## src/rtl/network_pkg.sv

```systemverilog
// Shared types and default sizing for the spiking-network output stage.
// The decoder derives its counter width locally from these defaults.
package network_pkg;

    typedef enum logic [1:0] {
        S_IDLE    = 2'd0,
        S_COUNT   = 2'd1,
        S_COMPARE = 2'd2,
        S_DONE    = 2'd3
    } dec_state_t;

    localparam int OUTPUT_SIZE_DEF  = 4;
    localparam int SPIKE_WINDOW_DEF = 16;

endpackage

```

## src/rtl/output_spike_decoder.sv

```systemverilog
// Counts output-layer spikes over a fixed window and reports the winning neuron
// (lowest index on ties) through a valid/ready result handshake.
//
// state     | meaning
// S_IDLE    | waiting for start; result registers hold the last decode
// S_COUNT   | accumulating spikes on each step_valid until the window fills
// S_COMPARE | scanning neuron counters one per cycle, then latching the result
// S_DONE    | result_valid high until result_ready
module output_spike_decoder
    import network_pkg::*;
#(
    parameter int OUTPUT_SIZE  = OUTPUT_SIZE_DEF,
    parameter int SPIKE_WINDOW = SPIKE_WINDOW_DEF,
    parameter int CNT_WIDTH    = $clog2(SPIKE_WINDOW + 1)
) (
    input  logic                   clk,
    input  logic                   rst_n,
    input  logic                   start,
    input  logic                   abort,
    input  logic                   step_valid,
    input  logic [OUTPUT_SIZE-1:0] spike_in,
    output logic                   busy,
    output logic                   result_valid,
    input  logic                   result_ready,
    output logic [((OUTPUT_SIZE > 1) ? $clog2(OUTPUT_SIZE) : 1)-1:0] class_id,
    output logic [CNT_WIDTH-1:0]   class_count,
    output logic                   tie,
    output logic                   no_spike
);

    localparam int ID_W   = (OUTPUT_SIZE > 1) ? $clog2(OUTPUT_SIZE) : 1;
    localparam int SCAN_W = $clog2(OUTPUT_SIZE + 1);

    dec_state_t r_state, w_state_nxt;

    logic [CNT_WIDTH-1:0] w_cnt [OUTPUT_SIZE];
    logic [CNT_WIDTH-1:0] w_cnt_sel;
    logic [CNT_WIDTH-1:0] r_step;
    logic [SCAN_W-1:0]    r_scan_idx;
    logic [CNT_WIDTH-1:0] r_max;
    logic [ID_W-1:0]      r_max_idx;
    logic                 r_tie_run;
    logic [ID_W-1:0]      r_class_id;
    logic [CNT_WIDTH-1:0] r_class_count;
    logic                 r_tie;
    logic                 r_no_spike;

    logic w_start_acc;
    logic w_step_acc;
    logic w_last_step;
    logic w_scan_done;

    assign w_start_acc = start && !abort && (r_state == S_IDLE);
    assign w_step_acc  = step_valid && !abort && (r_state == S_COUNT);
    assign w_last_step = w_step_acc && (r_step == CNT_WIDTH'(SPIKE_WINDOW - 1));
    assign w_scan_done = (r_state == S_COMPARE) && (r_scan_idx == SCAN_W'(OUTPUT_SIZE));

    always_ff @(posedge clk or negedge rst_n) begin
        if (!rst_n) r_state <= S_IDLE;
        else        r_state <= w_state_nxt;
    end

    always_comb begin
        w_state_nxt = r_state;
        if (abort) begin
            w_state_nxt = S_IDLE;
        end else begin
            case (r_state)
                S_IDLE:    if (start)        w_state_nxt = S_COUNT;
                S_COUNT:   if (w_last_step)  w_state_nxt = S_COMPARE;
                S_COMPARE: if (w_scan_done)  w_state_nxt = S_DONE;
                S_DONE:    if (result_ready) w_state_nxt = S_IDLE;
                default:                     w_state_nxt = S_IDLE;
            endcase
        end
    end

    // The step counter bounds every neuron counter at SPIKE_WINDOW.
    for (genvar g = 0; g < OUTPUT_SIZE; g++) begin : g_cnt
        logic [CNT_WIDTH-1:0] r_cnt;
        always_ff @(posedge clk or negedge rst_n) begin
            if (!rst_n)                      r_cnt <= '0;
            else if (abort || w_start_acc)   r_cnt <= '0;
            else if (w_step_acc && spike_in[g]) r_cnt <= r_cnt + CNT_WIDTH'(1);
        end
        assign w_cnt[g] = r_cnt;
    end

    always_comb begin
        w_cnt_sel = '0;
        for (int i = 0; i < OUTPUT_SIZE; i++) begin
            if (r_scan_idx == SCAN_W'(i)) w_cnt_sel = w_cnt[i];
        end
    end

    always_ff @(posedge clk or negedge rst_n) begin
        if (!rst_n) begin
            r_step        <= '0;
            r_scan_idx    <= '0;
            r_max         <= '0;
            r_max_idx     <= '0;
            r_tie_run     <= 1'b0;
            r_class_id    <= '0;
            r_class_count <= '0;
            r_tie         <= 1'b0;
            r_no_spike    <= 1'b0;
        end else if (abort || w_start_acc) begin
            r_step        <= '0;
            r_scan_idx    <= '0;
            r_max         <= '0;
            r_max_idx     <= '0;
            r_tie_run     <= 1'b0;
            r_class_id    <= '0;
            r_class_count <= '0;
            r_tie         <= 1'b0;
            r_no_spike    <= 1'b0;
        end else if (r_state == S_COUNT) begin
            if (w_step_acc) r_step <= r_step + CNT_WIDTH'(1);
            if (w_last_step) r_scan_idx <= '0;
        end else if (r_state == S_COMPARE) begin
            if (!w_scan_done) begin
                r_scan_idx <= r_scan_idx + SCAN_W'(1);
                if (r_scan_idx == '0) begin
                    r_max     <= w_cnt_sel;
                    r_max_idx <= '0;
                    r_tie_run <= 1'b0;
                end else if (w_cnt_sel > r_max) begin
                    r_max     <= w_cnt_sel;
                    r_max_idx <= ID_W'(r_scan_idx);
                    r_tie_run <= 1'b0;
                end else if (w_cnt_sel == r_max) begin
                    r_tie_run <= 1'b1;
                end
            end else begin
                r_class_id    <= r_max_idx;
                r_class_count <= r_max;
                r_tie         <= r_tie_run && (r_max != '0);
                r_no_spike    <= (r_max == '0);
            end
        end
    end

    assign busy         = (r_state != S_IDLE);
    assign result_valid = (r_state == S_DONE);
    assign class_id     = r_class_id;
    assign class_count  = r_class_count;
    assign tie          = r_tie;
    assign no_spike     = r_no_spike;

endmodule

```

## config.mk

```make
export PLATFORM = sky130hd
export DESIGN_NAME = output_spike_decoder
export DESIGN_NICKNAME = d
export VERILOG_FILES = /design/src/rtl/network_pkg.sv /design/src/rtl/output_spike_decoder.sv
export SDC_FILE = /design/constraint.sdc
export NUM_CORES = 1
export LEC_CHECK = 0
export BUFFER_PORTS_ARGS = -buffer_cell sky130_fd_sc_hd__clkbuf_2
export CORE_MARGIN = 1.5
export CORE_UTILIZATION = 40
export DETAILED_ROUTE_END_ITERATION = 8
export GPL_TIMING_DRIVEN = 0
export PLACE_DENSITY = 0.55
export SYNTH_ARGS = -nofsm -noshare
export SYNTH_HDL_FRONTEND = slang
export SYNTH_SLANG_ARGS = --single-unit
```

## constraint.sdc

```tcl
create_clock -name clk -period 5.1 [get_ports clk]
set_input_delay 0.255 -clock clk [delete_from_list [all_inputs] [get_ports clk]]
set_output_delay 0.255 -clock clk [all_outputs]
set_load 0.03 [all_outputs]
```

==> impl_summary.md, run 1 <==
Run status
The flow ran to the end, but the final reports show violations. The checks that failed: DRC.

Yosys
The cell count after synthesis came out at between 200 and 300. The post-synth design cell area is roughly 2700 µm². The number of synthesis warnings is 0. The share of Yosys cell area claimed by the top area cell type is approximately 44%. In the post-synthesis netlist, the biggest area contributors are dfrtp_1 (44%), ha_1 (9.8%), xor2_1 (5.9%). By count the netlist is led by dfrtp_1 (47), nand2_1 (33), nor2_1 (32). Counting flops with a built-in enable in the synthesized netlist gives 0. Synthesis inferred 47 register bits. dfrtp_1 is the most common cell in the netlist.

The post-synthesis sequential area ratio is about 44%. Synthesis produced a netlist with a net count of approximately 300. The biggest area contributor in the post-synthesis netlist is dfrtp_1. Counting flops with an async set or reset pin after synthesis yields a share of 100%. The average instance in the mapped netlist occupies 9.83 µm².

In the synthesized netlist the dominant register cell turns out to be dfrtp_1. The number of distinct library cells after synthesis is 44.

Power and ir drop
Per report_power, the clock group accounts for roughly 30% of the total. The switching power is 0.315 mW. Combinational logic burns between 20 and 30% of the power. Of the total power, the share spent switching nets is about a third. In this run the power density over the cells is 318 nW/µm². Summed over all cells, the static leakage comes to around 1.4 nW. Per report_power, the sequential group accounts for between 40 and 50% of the total. The cell-internal power is 0.643 mW.

The peak supply drop is between 300 and 400 µV.

Drt
The iteration-0 DRC count of the detailed router is 76. The detailed router placed 1,960 vias in this run. For this run, the detailed router's first-pass iteration total came to 8.

The ratio of routed vias to standard cells is 5.19. After detailed routing, the average wire length per cell comes to about 15 µm. The final wirelength is 5550 µm. After detailed routing, the number of remaining DRC violations is 1. The detail route stage leaves a number of antenna-violating nets equal to 0.

Timing
The fraction of the cycle the final worst path needs is a little under two thirds. The worst relative slew slack is 61.6%. The setup total negative slack is 0 ns. The tightest hold margin is 0.165 ns. The setup skew after layout is 0.0114 ns. The final setup violation count is 0. The final hold violation count was 0.

Setup repair after global routing left no endpoint under its margin. The shortest period the worst path allows is approximately 3.3 ns. The actual slew at the worst max-slew pin is ~0.58 ns. The final number of max-transition violations is 0. For this run, the top clock speed supported by timing is just over 0.3 GHz.

CTS
After clock tree synthesis, the setup repair step added 0 buffers. The longest clock path from root to sink contains 2 buffers. The clock tree from TritonCTS is yes. CTS saw 47 sinks. The clock latency on the worst-skew pair is roughly 0.3 ns. The clock root buffer is clkbuf_8.

The clock-pin slew of the registers on the worst-case setup and hold paths is ~0.090 ns. The clock buffer count from CTS is 5. The maximum level of the CTS H-tree is 2.

Global route
The initial antenna violation count is 0. The first global-routing pass estimated 9490 µm of wire. For this run the aggregate overflow at the end of global routing stands at 0. The overall fraction of global-route tracks in use is approximately 17%. The largest net degree at the start of global routing is between 40 and 50. The via count of the first global-routing pass came to around 1.9k.

Final layout
The net count of the finished layout is approximately 330. In the final layout, the share of cells above drive strength 1 is 15.0%. The area growth from synthesis to layout is 12.7%.

The repair_antennas step left the layout with diodes totalling 0. Cells fill a little under half of the core in the end.

Critical path
Along the worst path, the maximum fanout reaches 10. The launching element type of the critical path is a flop. The classification of the worst setup path is flop to flop. At the worst endpoint, the required time is roughly 5.3 ns. The category of the worst setup path capture point is a flop. The data arrival time of the critical path is ~3.5 ns.

Job
Across the run, the number of max-cap violations was 0.

Worst hold path
The classification of the worst-slack hold path is input port to flop.

Die
The I/O pin count is 21. After floorplanning, the core was sized to cover 6420 µm². The floorplan die height is roughly 85 µm. The site row count is 29.

The die footprint is around 7000 µm². The starting utilization of the core area is between 40% and 50%. The width of the die is 84.8 µm.

Place
The placer's final routability congestion estimate is about 0.77. Summed over all nets, the half-perimeter wirelength after detailed placement is roughly 4000 µm. The count of buffers inserted at the top-level ports is 19.
final cells by class:
class	instances	area [µm²]
fill	628	3410
multi-input combinational	201	1390
sequential	47	1180
timing repair buffer	21	125
tap	77	96.3
clock buffer	6	82.6
buffer	11	58.8
inverter	13	48.8
clock inverter	2	35.0
critical path, stage by stage, from the launching register on:
cell and delay [ns]:
dfrtp_1 0.42, inv_1 0.10, ha_1 0.21, clkbuf_1 0.21, a21oi_1 0.15, o21ai_0 0.13, a32o_1 0.31, ha_1 0.31
and4_1 0.27, a221o_1 0.35, o22ai_2 0.23, a31oi_4 0.11, mux2_4 0.33
power by group through the flow:
stage / Combinational [mW] / Sequential, mW / Clock, mW
floorplan: 0.197 / 0.408 / 0
global placement: 0.262 / 0.412 / 0
detailed placement: 0.265 / 0.412 / 0
CTS: 0.266 / 0.405 / 0.296
global route: 0.293 / 0.407 / 0.316
finish: 0.265 / 0.405 / 0.288
cell usage in the layout, fill, tap and decap left out, types with 2 or more instances in the layout:
cell / instances
nand2b_1: 6
buf_1: 3
nand4_1: 9
clkbuf_2: 19
buf_2: 2
nand2_1: 33
clkbuf_1: 4
and2_1: 5
clkbuf_8: 6
ha_1: 21
nand2b_2: 4
buf_6: 2
nor2_1: 32
a211oi_1: 2
nor3b_1: 4
mux2_4: 3
o21ai_0: 4
xor2_1: 18
a32o_1: 4
mux2i_1: 7
dfrtp_1: 47
a21oi_1: 24
nor3_1: 3
inv_1: 13
cell families (layout without fill, tap and decap cells):
family                   Yosys count  in the layout  share of synthesized area, %
AND/OR/NAND/NOR                  103            103                          19.0
XOR/XNOR                          19             19                          6.22
buffers and inverters             24             53                          4.02
flip-flops                        47             47                          44.0
AO/OA/AOI/OAI                     48             48                          12.7
adder cells (fa/ha/maj)           21             21                          9.83
multiplexers                      10             10                          4.31
stage by stage:
stage,total power [mW],instances,worst slack [ns],instance area [µm²]
final,0.957,378,1.84,3010
after floorplan,0.605,272,2.19,2670
after detailed placement,0.677,368,1.84,2870
after global routing,1.02,378,1.63,3010
after CTS,0.967,376,1.82,2980
after global placement,0.674,368,1.88,2870
path summary, 6_finish.rpt:
| check | startpoint | endpoint | slack, ns | depth (start not counted) |
|---|---|---|---|---|
| max in group asynchronous | rst_n | r_state[0]$_DFFE_PN0P_ | 4.07 | 3 |
| worst max register to register | r_scan_idx[0]$_DFFE_PN0P_ | r_max[0]$_DFFE_PN0P_ | 1.84 | 12 |
| min in group asynchronous | rst_n | class_id[0]$_DFFE_PN0P_ | 0.47 | 2 |
| worst min-delay path | abort | r_state[0]$_DFFE_PN0P_ | 0.16 | 2 |
| worst max-delay path | r_scan_idx[0]$_DFFE_PN0P_ | r_max[0]$_DFFE_PN0P_ | 1.84 | 12 |
| worst min register to register | r_max_idx[0]$_DFFE_PN0P_ | r_max_idx[0]$_DFFE_PN0P_ | 0.52 | 1 |
per-layer routing:
metal,track usage [%],part of all wire [%],wire length (µm)
met1,23.2,49,2740
met2,27.8,48,2650
met3,4.13,2.2,124
met4,3.73,0.56,31
met5,0,0,0
sequential cells by signal, summed over array words and instances (netlist names):
register and flops:
g_cnt.r_cnt 20, no_spike 1, r_scan_idx 3, class_id 2, class_count 5, r_max_idx 2
r_max 5, tie 1, r_step 5, r_state 2, r_tie_run 1
what timing repair did:
item / in CTS / in global routing
endpoints found under the setup margin: 0 / 0
hold buffers: 0 / 1
resized for setup: 0 / 0
endpoints found under the hold margin: 0 / 20
No activity file was read; power rests on OpenSTA's default activity.
==> inputs of run 2 (changes only) <==
--- a/config.mk
+++ b/config.mk
@@ -10,7 +10,7 @@
 export CORE_UTILIZATION = 40
 export DETAILED_ROUTE_END_ITERATION = 8
 export GPL_TIMING_DRIVEN = 0
-export PLACE_DENSITY = 0.55
+export PLACE_DENSITY = 0.57
 export SYNTH_ARGS = -nofsm -noshare
 export SYNTH_HDL_FRONTEND = slang
 export SYNTH_SLANG_ARGS = --single-unit
==> constraint.sdc (replaced) <==
create_clock -name clk -period 2.9 [get_ports clk]
set_input_delay 0.145 -clock clk [delete_from_list [all_inputs] [get_ports clk]]
set_output_delay 0.145 -clock clk [all_outputs]
set_load 0.03 [all_outputs]
==> impl_summary.md, run 2 (synthesis gave the netlist of run 1 again) <==
Drt
The detailed-route wire length per cell is 14.8 µm. After the first detailed-routing iteration, the DRC count stood at 51. Detailed routing inserted a total of 1,970 vias.

Dividing the detail-routed via count by the number of cells gives around 5.2. Summed over all layers, the routed wires come to roughly 5600 µm. The number of DRC violations after detailed routing is 5. The iteration count of the initial detailed-routing pass is 6.

Once detail routing completed, the nets flagged for antenna violations numbered 0.

Timing
Measured against its own limit, the worst slew margin works out to around 66%. For the pin with the worst max-slew slack, the measured transition is roughly 0.52 ns. The maximum clock frequency is 0.356 GHz. The final number of max-transition violations was 0. The final hold violation count is 0.

Setup violations remaining at the end of the flow were counted as 0. Across all setup checks in the final design, the least slack found is 0.0903 ns. Between clock sinks in the finished design, the worst skew comes to ~0.0078 ns. Final hold analysis gives a worst-case slack of about 0.045 ns. The shortest period the worst path allows is approximately 2.8 ns. Dividing the final minimum period by the clock period gives between 90% and 100%. After routing, the total negative slack on setup checks comes to 0 ns.

Run status
The final reports fail on DRC. The flow ran to the end, but the final reports show violations.

Final layout
The register name with the most flops is g_cnt.r_cnt. The number of nets in the finished design is around 330. The flip-flop count of the largest register, all copies and words added is 20. The count of antenna diodes in the layout is 0.

Leaving out fill and tap cells, the most frequent cell in the layout is dfrtp_1. The fraction of final layout cells with drive strength greater than 1 is 21.8%. The library cells used most frequently in the layout, excluding fill and tap cells, are dfrtp_1 (45), nand2_1 (33), nor2_1 (31). The layout overhead on the synthesized area is 16.8%.

The finished layout holds 380 standard cells, fillers aside. Fill cells in the final layout number roughly 650.

Die
The I/O pin count is 21. After floorplanning, the core was sized to cover between 6000 and 7000 µm². The initial utilization of the core area, before any placement, comes to about two fifths. The floorplan step defined a die boundary enclosing approximately 7200 µm². The floorplan die height is 84.8 µm. The site row count is 29. The width of the die is between 80 and 90 µm.

Power and ir drop
The worst-case IR drop observed on VDD is 407 µV. The overall power is around 1.7 mW. The ratio of total power to cell area is between 500 and 600 nW/µm². The reported leakage power is 1.43 nW.

Global route
Entering global routing, the biggest net connects 48 pins. The first-pass GRT wire length is roughly 9600 µm. For met2 alone, demand over resource in global routing was ~29%. After global routing, the most crowded layer is met2. The fraction of met1 tracks used by global routing is roughly 22%. The via count of the first global-routing pass came to around 2k.

The initial antenna violation count is 0. The overall fraction of global-route tracks in use is ~17%. Global routing used between 4 and 5% of the available met3 tracks.

The overflow left after global routing is 0.

CTS
In this run the deepest clock path goes through 2 buffers. Counting every sink on the clock net gives between 40 and 50. The clock buffer count from CTS is 5. The tree is rooted in a clkbuf_8.

In this run the number of H-tree levels came out at 2. The clock-pin slew of the registers on the worst-case setup and hold paths is ~0.090 ns. The clock tree from TritonCTS is yes. At the later pin of the worst-skew pair, clock insertion delay measures roughly 0.3 ns.

Worst hold path
The min-delay analysis places its worst path in the category input port to flop.

Critical path
The classification of the worst setup path is flop to flop. The category of the worst setup path capture point is a flop. The cell that appears most often on the critical path is ha_4. The data arrival time of the critical path is approximately 3.0 ns. Traced cell by cell, the critical path runs through inv_2 > ha_4 > a21oi_1 > o21ai_2 > a32o_2 > ha_4 > and4_4 > a221o_1 > o22ai_2 > a31oi_4 > mux2_4. The largest single stage delay on the critical path is 0.43 ns.

STA classifies the critical path startpoint as a flop. In this run the worst path has a maximum fanout of 10. For the worst setup path, the data required time is about 3.1 ns. The worst-path cell with the longest stage delay is dfrtp_2.

Place
At the end of routability-driven placement, the weighted congestion stood at roughly 0.77. The count of buffers inserted at the top-level ports is 19. The sum of net half-perimeters after detailed placement is between 3000 and 4000 µm.

Including well taps, the total number of placed cells is ~370. Prior to clock tree synthesis, the placed netlist has a worst setup slack of -0.282 ns.

Job
The max-cap check violation count is 0.
[run 2: changes by cell type in the layout (fill, tap and decap cells not counted), sizes merged]
cell	before	now
buf	8	13
clkbuf	29	27
clkinv	1	0
[run 2: per-stage QoR]
step                instance area, µm²  util (%)
global route                      3120      48.6
finish                            3120      48.6
floorplan                         2680         -
CTS                               3020      47.0
global placement                  2870      44.6
detailed placement                2870      44.6
[run 2: critical path, delay by kind of cell (launching register included)]
family,cells,cell delay (ns)
AO/OA/AOI/OAI,6,1.13
adder cells (fa/ha/maj),2,0.48
buffers and inverters,1,0.08
flip-flops,1,0.43
multiplexers,1,0.32
AND/OR/NAND/NOR,1,0.26
[run 2: path summary, 6_finish.rpt]
| check | from | endpoint | slack [ns] | depth (start not counted) |
|---|---|---|---|---|
| max in group asynchronous | rst_n | g_cnt[0].r_cnt[1]$_DFFE_PN0P_ | 2.04 | 3 |
| min in group asynchronous | rst_n | class_id[1]$_DFFE_PN0P_ | 0.32 | 2 |
| min | abort | r_state[0]$_DFFE_PN0P_ | 0.04 | 2 |
| min reg2reg | r_tie_run$_DFFE_PN0P_ | r_tie_run$_DFFE_PN0P_ | 0.51 | 2 |
| max reg2reg | r_scan_idx[1]$_DFFE_PN0P_ | r_max[0]$_DFFE_PN0P_ | 0.09 | 11 |
| max | r_scan_idx[1]$_DFFE_PN0P_ | r_max[0]$_DFFE_PN0P_ | 0.09 | 11 |
[run 2: layer usage]
layer | part of all wire [%] | vias to the layer above
li1 | - | 991
met1 | 49 | 946
met2 | 47 | 29
met3 | 2.5 | 4
met4 | 0.73 | 0
met5 | 0 | -
[run 2: final cells by class]
| class | instances | area [µm²] | area share (%) |
|---|---|---|---|
| tap | 77 | 96.3 | 3.08 |
| inverter | 13 | 51.3 | 1.64 |
| buffer | 9 | 51.3 | 1.64 |
| clock buffer | 6 | 72.6 | 2.32 |
| sequential | 47 | 1180 | 37.7 |
| multi-input combinational | 201 | 1480 | 47.3 |
| timing repair buffer | 26 | 166 | 5.33 |
| clock inverter | 1 | 30.0 | 0.961 |
[run 2: what timing repair did]
item / 4_1_cts / 5_1_grt
endpoints found under the setup margin: 7 / 7
gates resized for setup: 20 / 8
setup buffers: 2 / 3
hold buffers: 0 / 1
hold endpoints to repair: 0 / 16
pin swaps: 1 / 6
[run 2: where the power goes]
part | internal (mW) | switching [mW]
logic | 0.188 | 0.296
clock network | 0.253 | 0.221
registers | 0.682 | 0.0321
total | 1.12 | 0.549
==> inputs of run 3 (changes only) <==
--- a/config.mk
+++ b/config.mk
@@ -6,7 +6,7 @@
 export NUM_CORES = 1
 export LEC_CHECK = 0
 export BUFFER_PORTS_ARGS = -buffer_cell sky130_fd_sc_hd__clkbuf_2
-export CORE_MARGIN = 1.5
+export CORE_MARGIN = 5
 export CORE_UTILIZATION = 40
 export DETAILED_ROUTE_END_ITERATION = 8
 export GPL_TIMING_DRIVEN = 0
==> impl_summary.md, run 3 (synthesis gave the netlist of run 1 again) <==
Run status
The flow ran to the end, and the final reports show no timing, DRC or antenna violations.

Critical path
In this design, the stage delay of the slowest critical-path cell is 0.41 ns. The origin of the critical flop-to-flop path is r_scan_idx[1]$_DFFE_PN0P_. The launching element type of the critical path is a flop. Measured in cells, the most critical reg-to-reg path has a length of 12. Together, buffers and inverters on the worst path number 2. The cell class contributing the biggest share of worst-path delay is compound AO/OA/AOI/OAI gates. In this run the critical register-to-register path is captured at r_max[0]$_DFFE_PN0P_. The category of the worst setup path capture point is a flop. The data required time of the worst path is roughly 3.1 ns. In this run the worst path has a maximum fanout of 9.

The setup path with the least slack is of type flop to flop. The data arrival time of the critical path is roughly 3.0 ns. The setup slack of the worst register-to-register path is 0.08 ns. Walking the worst path, the cells encountered are inv_1 > ha_2 > buf_6 > nand2_1 > o21ai_0 > a32o_2 > ha_4 > and4_4 > a221o_1 > o22ai_2 > a31oi_4 > mux2_4. For this design, the slowest cell found on the critical path is dfrtp_1.

Die
In this run the vertical extent of the chip is ~90 µm. The die is 91.8 µm wide. The area of the core is around 6400 µm². The I/O pin count is 21. Once the floorplan was initialized, standard cells occupied between 40% and 50% of the core. Row generation in the floorplan step produced 29 rows. The die covers roughly 8400 µm².

Final layout
In the layout the commonest cells are dfrtp_1 (46), nand2_1 (33), nor2_1 (31). The layout overhead on the synthesized area is 17.1%. The register name with the most flops is g_cnt.r_cnt.

The commonest non-fill, non-tap cell in the layout is dfrtp_1. The fraction of final layout cells with drive strength greater than 1 is 22.1%. The number of antenna diodes in the final layout is 0. After filler insertion, the fill cell instance count of the layout stands at between 600 and 700. In the final design database the tool counted between 300 and 400 nets. The register with the most flip-flops in the layout has 20 of them.

Timing
The setup total negative slack is 0 ns. Setup violations remaining at the end of the flow were counted as 0. In this run the tightest slew margin relative to its limit is between 60 and 70%. The fraction of the cycle the final worst path needs is 97.3%. The worst setup margin is slightly below 0.08 ns.

Hold is met by between 0.05 and 0.06 ns. The actual slew at the worst max-slew pin is between 0.5 and 0.6 ns. The final number of max-transition violations is 0. The shortest period the worst path allows is 2.82 ns. The maximum clock frequency is around 0.35 GHz. The setup skew after layout is 0.00387 ns. The final hold violation count is 0.

CTS
The worst-case clock buffer depth is 2. The clock root buffer is clkbuf_8. The clock buffer count from CTS is 5.

After clock tree synthesis, the clock-pin slew on the worst setup and hold paths is roughly 0.08 ns. The clock tree synthesis step divided the H-tree into 2 levels. TritonCTS built the clock tree. Counting every sink on the clock net gives 47. The later pin in the worst-skew pair is clocked with a latency of roughly 0.29 ns.

Drt
The total vias in the final route is 1,959. In the final routed layout, each cell accounts on average for about 14 µm. The iteration-0 DRC count of the detailed router is 85. The detail route stage leaves a number of antenna-violating nets equal to 0. The number of DRC violations after detailed routing is 0.

The ratio of routed vias to standard cells is roughly 5. The iteration count of the initial detailed-routing pass is 6. After detailed routing, the total wire length is between 5000 and 6000 µm.

Place
The placer's final routability congestion estimate is a little under 0.8. Once detailed placement completed, the half-perimeter wirelength came to 3930 µm. The post-place setup slack is -0.254 ns. Buffers placed on the I/O ports in this run total 19.

Power and ir drop
The ratio of total power to cell area is approximately 520 nW/µm². The overall power is roughly 1.6 mW. The peak supply drop is 450 µV. The reported leakage power is between 1 and 1.5 nW.

Worst hold path
The worst hold path belongs to the class input port to flop. The worst hold path was traced through 2 stages. The end point of the most critical hold path is r_state[1]$_DFFE_PN0P_. In this run the most critical hold path is launched from abort.

Global route
The via count of the first global-routing pass was around 2.0k. The overall fraction of global-route tracks in use is 14.0%. The initial antenna violation count is 0.

The total overflow left after global routing is 0. The first global-routing pass estimated 9490 µm of wire. Entering global routing, the biggest net connects between 40 and 50 pins.

Job
The max-cap check violation count is 0.
## run 3: per-stage QoR
stage / util (%) / cell area, µm² / std cells
6_report: 48.7 / 3130 / 384
5_1_grt: 48.7 / 3130 / 384
4_1_cts: 47.2 / 3030 / 378
3_5_place_dp: 44.6 / 2870 / 368
3_3_place_gp: 44.6 / 2870 / 368
2_1_floorplan: - / 2680 / 272
## run 3: layer usage
layer | global-route usage (%) | vias to the layer above | routed length, µm
li1 | - | 993 | -
met1 | 18.3 | 924 | 2670
met2 | 23.0 | 33 | 2590
met3 | 3.19 | 9 | 190
met4 | 4.70 | 0 | 87
met5 | 0 | - | 0
## run 3: cell type report
type                    count  area, µm²  area share (%)
multi-input cells         201       1460            46.8
clock inverters             1       5.00           0.160
repair buffers             30        205            6.55
flip-flops and latches     47       1180            37.6
clock buffers               6       82.6            2.64
inverters                  13       48.8            1.56
well taps                  77       96.3            3.08
plain buffers               9       51.3            1.64
## run 3: worst register-to-register path, stage by stage (launching register included)
cell,delay (ns)
dfrtp_1,0.41
inv_1,0.14
ha_2,0.20
buf_6,0.13
nand2_1,0.05
o21ai_0,0.19
a32o_2,0.26
ha_4,0.21
and4_4,0.19
a221o_1,0.30
o22ai_2,0.22
a31oi_4,0.10
mux2_4,0.32
## run 3: what timing repair did
action                                  CTS  global route
endpoints found under the setup margin    7             7
hold buffers                              0             1
endpoints found under the hold margin     0            11
buffers inserted                          5             4
gates resized for setup                  12            10
pin swaps                                 2             7
## run 3: report_power, final
part	leakage [nW]	internal, mW	switching, mW
sequential	0.653	0.682	0.0315
combinational	0.741	0.205	0.299
clock	0.0470	0.187	0.212
## run 3: worst max path at each step
stage | startpoint | endpoint | depth (start not counted)
after global placement | r_scan_idx[0]$_DFFE_PN0P_ | r_max_idx[0]$_DFFE_PN0P_ | 12
after global routing | r_scan_idx[1]$_DFFE_PN0P_ | r_max[0]$_DFFE_PN0P_ | 12
after floorplan | r_scan_idx[1]$_DFFE_PN0P_ | r_max[0]$_DFFE_PN0P_ | 12
final | r_scan_idx[1]$_DFFE_PN0P_ | r_max[0]$_DFFE_PN0P_ | 12
after detailed placement | r_scan_idx[0]$_DFFE_PN0P_ | r_max[0]$_DFFE_PN0P_ | 12
after CTS | r_scan_idx[0]$_DFFE_PN0P_ | r_max_idx[1]$_DFFE_PN0P_ | 12
